$ cat src/rtl/mem_refill_arbiter.sv
// mem_refill_arbiter: round-robin sharing of one line-fill memory port between I-cache and D-cache refills
//   clk, reset_n                 clock and asynchronous active-low reset
//   ic_req_i/ic_addr_i/ic_comp_o I-cache request, line address, completion pulse
//   dc_req_i/dc_addr_i/dc_comp_o D-cache request, line address, completion pulse
//   rd_data_o/err_o              returned line and timeout flag, valid with a completion pulse
//   mem_req_o/mem_addr_o         memory request and latched line address
//   mem_comp_i/mem_data_i        memory completion strobe and line data
//   grant_o/busy_o               {dc,ic} one-hot owner and not-idle indication
module mem_refill_arbiter #(
   parameter int ADDR_W  = 8,
   parameter int LINE_W  = 128,
   parameter int TIMEOUT = 255
) (
   input  logic              clk,
   input  logic              reset_n,
   input  logic              ic_req_i,
   input  logic [ADDR_W-1:0] ic_addr_i,
   output logic              ic_comp_o,
   input  logic              dc_req_i,
   input  logic [ADDR_W-1:0] dc_addr_i,
   output logic              dc_comp_o,
   output logic [LINE_W-1:0] rd_data_o,
   output logic              err_o,
   output logic              mem_req_o,
   output logic [ADDR_W-1:0] mem_addr_o,
   input  logic              mem_comp_i,
   input  logic [LINE_W-1:0] mem_data_i,
   output logic [1:0]        grant_o,
   output logic              busy_o
);
   localparam int CNT_W = $clog2(TIMEOUT + 1);
   localparam logic [CNT_W-1:0] LAST = CNT_W'(TIMEOUT - 1);
   typedef enum logic [1:0] {IDLE, REQ, RESP} state_t;
   state_t            state_q;
   logic              ptr_q;
   logic [CNT_W-1:0]  cnt_q;
   logic              pick_dc;
   // ptr_q=1 favours the D-cache when both request
   assign pick_dc = dc_req_i & (~ic_req_i | ptr_q);
   assign busy_o  = state_q != IDLE;
   always_ff @(posedge clk or negedge reset_n) begin
      if (!reset_n) begin
         state_q    <= IDLE;
         ptr_q      <= 1'b0;
         cnt_q      <= '0;
         ic_comp_o  <= 1'b0;
         dc_comp_o  <= 1'b0;
         rd_data_o  <= '0;
         err_o      <= 1'b0;
         mem_req_o  <= 1'b0;
         mem_addr_o <= '0;
         grant_o    <= 2'b00;
      end else begin
         case (state_q)
            IDLE: if (ic_req_i | dc_req_i) begin
               state_q    <= REQ;
               mem_req_o  <= 1'b1;
               grant_o    <= pick_dc ? 2'b10 : 2'b01;
               mem_addr_o <= pick_dc ? dc_addr_i : ic_addr_i;
               cnt_q      <= '0;
            end
            REQ: begin
               // saturating count; the timeout exit normally fires long before
               cnt_q <= cnt_q + CNT_W'(cnt_q != '1);
               if (mem_comp_i || cnt_q == LAST) begin
                  state_q   <= RESP;
                  mem_req_o <= 1'b0;
                  rd_data_o <= mem_comp_i ? mem_data_i : '0;
                  err_o     <= ~mem_comp_i;
                  ic_comp_o <= grant_o[0];
                  dc_comp_o <= grant_o[1];
               end
            end
            RESP: begin
               state_q   <= IDLE;
               ic_comp_o <= 1'b0;
               dc_comp_o <= 1'b0;
               err_o     <= 1'b0;
               grant_o   <= 2'b00;
               ptr_q     <= grant_o[0];
            end
            default: state_q <= IDLE;
         endcase
      end
   end
endmodule
$ cat config.mk
export PLATFORM = sky130hd
export DESIGN_NAME = mem_refill_arbiter
export DESIGN_NICKNAME = d
export VERILOG_FILES = /design/src/rtl/mem_refill_arbiter.sv
export SDC_FILE = /design/constraint.sdc
export NUM_CORES = 1
export LEC_CHECK = 0
export ABC_AREA = 1
export CAP_MARGIN = 25
export CORE_MARGIN = 1
export CORE_UTILIZATION = 40
export CTS_BUF_LIST = sky130_fd_sc_hd__clkbuf_16
export DETAILED_ROUTE_END_ITERATION = 8
export PLACE_DENSITY = 0.77
export SETUP_SLACK_MARGIN = 0.1
export SLEW_MARGIN = 20
export SYNTH_ARGS = -nofsm -noshare
export SYNTH_HDL_FRONTEND = slang
export SYNTH_SLANG_ARGS = --single-unit
export TNS_END_PERCENT = 30
$ cat constraint.sdc
create_clock -name clk -period 2.17 [get_ports clk]
set_input_delay 0.434 -clock clk [delete_from_list [all_inputs] [get_ports clk]]
set_output_delay 0.434 -clock clk [all_outputs]
set_load 0.01 [all_outputs]
==> metrics, run 1 <==
status=finished, final reports clean; H-tree depth=4; worst setup path class=reg -> out; I/O Buffers=291; commonest non-fill, non-tap cell in the layout=clkdlybuf4s50_1; #FFs+latches synth=153; maximum clock path buffer count=2; Final ANT Viol Nets=0; endpoints failing setup=0; slowest cell delay on critical path=0.48 ns; Synth cell types=20; Pre-antenna DRT Iters=4; launch point of the worst path=state_q[1]; Crit Path Max Fanout=3; Setup Slack @ Placement=0.276 ns; CP Data Required Time=1.74 ns; first-pass GRT wire length=28300 um; Syn Nets=851; # DRC=0; ANT cells=0; Yosys top cell area share=58.8%; CP Cell Sequence=nor2_2 -> inv_1 -> clkdlybuf4s50_1; fmax=497 MHz; area leader, netlist=dfrtp_1; post-route cell area=10100 um2; share of layout cells above drive strength 1=13.5%; CP endpoint kind=primary output; worst hold path type=in -> reg; hold wc startpoint=mem_comp_i; Avg Cell Area, Syn=9.30 um2; final WL=18200 um; WP data arrival=1.58 ns; Non-Filler Instances=1209; PD cells=1400 nW/um2; Net count, final=1131; reg-to-reg slack, setup=0.36 ns; Slew HR=56.3%; leakage power=4.78 nW; Starting Density=41.0%; period utilization=92.8%; sequential fraction of the synthesis area=58.8%; area grow syn2layout=55.8%; die footprint=16800 um2; Slew @ Worst Pin=0.656 ns; final core utilization=63.8%; setup_tns=0 ns; I/O Pins=292; Setup Buffers After CTS=0; DR WL/cell=15.0 um; crit start category=flip-flop; pin count of the biggest net entering global routing=129; clock sink count=153; Via density=4.79; worst vdd ir=0.627 mV; clock skew=0.0106 ns; Max Cap Viol=0; Worst path slowest cell=clkdlybuf4s50_1; Gate Count Post-Synth=700; core area=15900 um2; Register Area=3830 um2; root buf cell=clkbuf_16; gr usage total=21.9%; Pwr Total=14.2 mW; worst skew pair latency=0.42 ns; CTS tree=yes; Final Critical Period=2.01 ns; most frequent cells in the layout=clkdlybuf4s50_1 (289), nand2_1 (220), dfrtp_1 (153), nand3_1 (146), nand2_2 (82); ranking of synthesized cells by area=dfrtp_1 (59%), nand2_1 (13%), nand3_1 (11%), nand2_2 (7.9%), buf_12 (2.5%); RD Place Congestion=0.779; placed insts=1176; placed wire-length estimate=12500 um; Die Width=130 um; Ys Warns=0; placed cell area=9560 um2; Slew Viols, Final=0; RSZ-0062 raised after global routing=false; Num CTS Buffers=17; Worst Hold Margin=0.349 ns; row cnt=46; clock slew at reported path FFs=0.06 ns; vias in the first global route=5488; Die Ht=130 um; reg2reg start=cnt_q[2]; Fill cells=1323; synthesized area=6510 um2; Hold Vio Cnt, Final=0; initial antenna violation count=0; via count=5796; GRT overflow=0; multi-input logic area=2300 um2; DR iter-0 viols=294; Worst Slack Setup Final=0.156 ns
==> critical path, delay by kind of cell (launching register included) <==
kind	cells	cell delay, ns
buffers and inverters	2	0.58
DFF	1	0.42
and+or+nand+nor	1	0.17
==> registers in the layout, indices dropped and copies added, names as in the netlist <==
| name | count |
|---|---|
| cnt_q | 8 |
| dc_comp_o | 1 |
| err_o | 1 |
| grant_o | 2 |
| ic_comp_o | 1 |
| mem_addr_o | 8 |
| mem_req_o | 1 |
| ptr_q | 1 |
| rd_data_o | 128 |
| state_q | 2 |
==> kinds of logic after synthesis <==
kind of cell / count (synthesis) / synth area share (%)
mux: 1 / 0.173
simple gates: 467 / 33.3
buf+inv: 62 / 6.06
compound gates: 15 / 1.27
flops: 153 / 58.8
fa+ha+maj: 2 / 0.384
==> Yosys cell counts, drive strengths merged <==
master    n
nand4     1
dfrtp   153
buf      25
nand3   146
nor3      1
nor2     15
a21oi     1
mux2      1
a31o      1
o21ai    13
ha        2
clkbuf   19
nand2   304
inv      18
==> where the power goes <==
| group | switching (mW) | internal [mW] | leakage (nW) |
|---|---|---|---|
| clock | 1.15 | 1.67 | 0.272 |
| combinational | 3.08 | 3.33 | 2.60 |
| sequential | 0.829 | 4.16 | 1.91 |
==> path summary, 6_finish.rpt <==
check                                  to  cells past startpoint
hold reg to reg            rd_data_o[110]                      2
min in group asynchronous   rd_data_o[29]                      2
setup / recovery                   busy_o                      3
setup reg to reg                 cnt_q[4]                     10
hold / removal                      err_o                      4
max in group asynchronous  rd_data_o[110]                      3
==> layout make-up <==
type | instances | share of cell area (%)
clock buffers | 17 | 4.20
clock inverters | 15 | 1.36
inverters | 18 | 0.666
multi-input cells | 485 | 22.7
flip-flops and latches | 153 | 37.8
well taps | 216 | 2.67
repair buffers | 305 | 30.6
==> per-layer routing <==
layer / wire [um] / vias to the layer above / global-route usage [%]
met5: 0 / - / 0
met4: 369 / 0 / 8.62
met3: 1510 / 29 / 7.06
met2: 8840 / 210 / 35.9
met1: 7470 / 2750 / 26.9
li1: - / 2807 / -
==> what timing repair did <==
| action | in CTS | in global routing |
|---|---|---|
| hold buffers | 1 | 0 |
| endpoints found under the setup margin | 1 | 0 |
| gates resized for setup | 1 | 0 |
| hold endpoints to repair | 19 | 0 |
Power figures use the tool's default switching activity.
==> run 2, diff against run 1 <==
Settings changed: GPL_TIMING_DRIVEN set to 1.
==> results of run 2 <==
No change in the layout: final DEF, timing and power equal those of run 1.
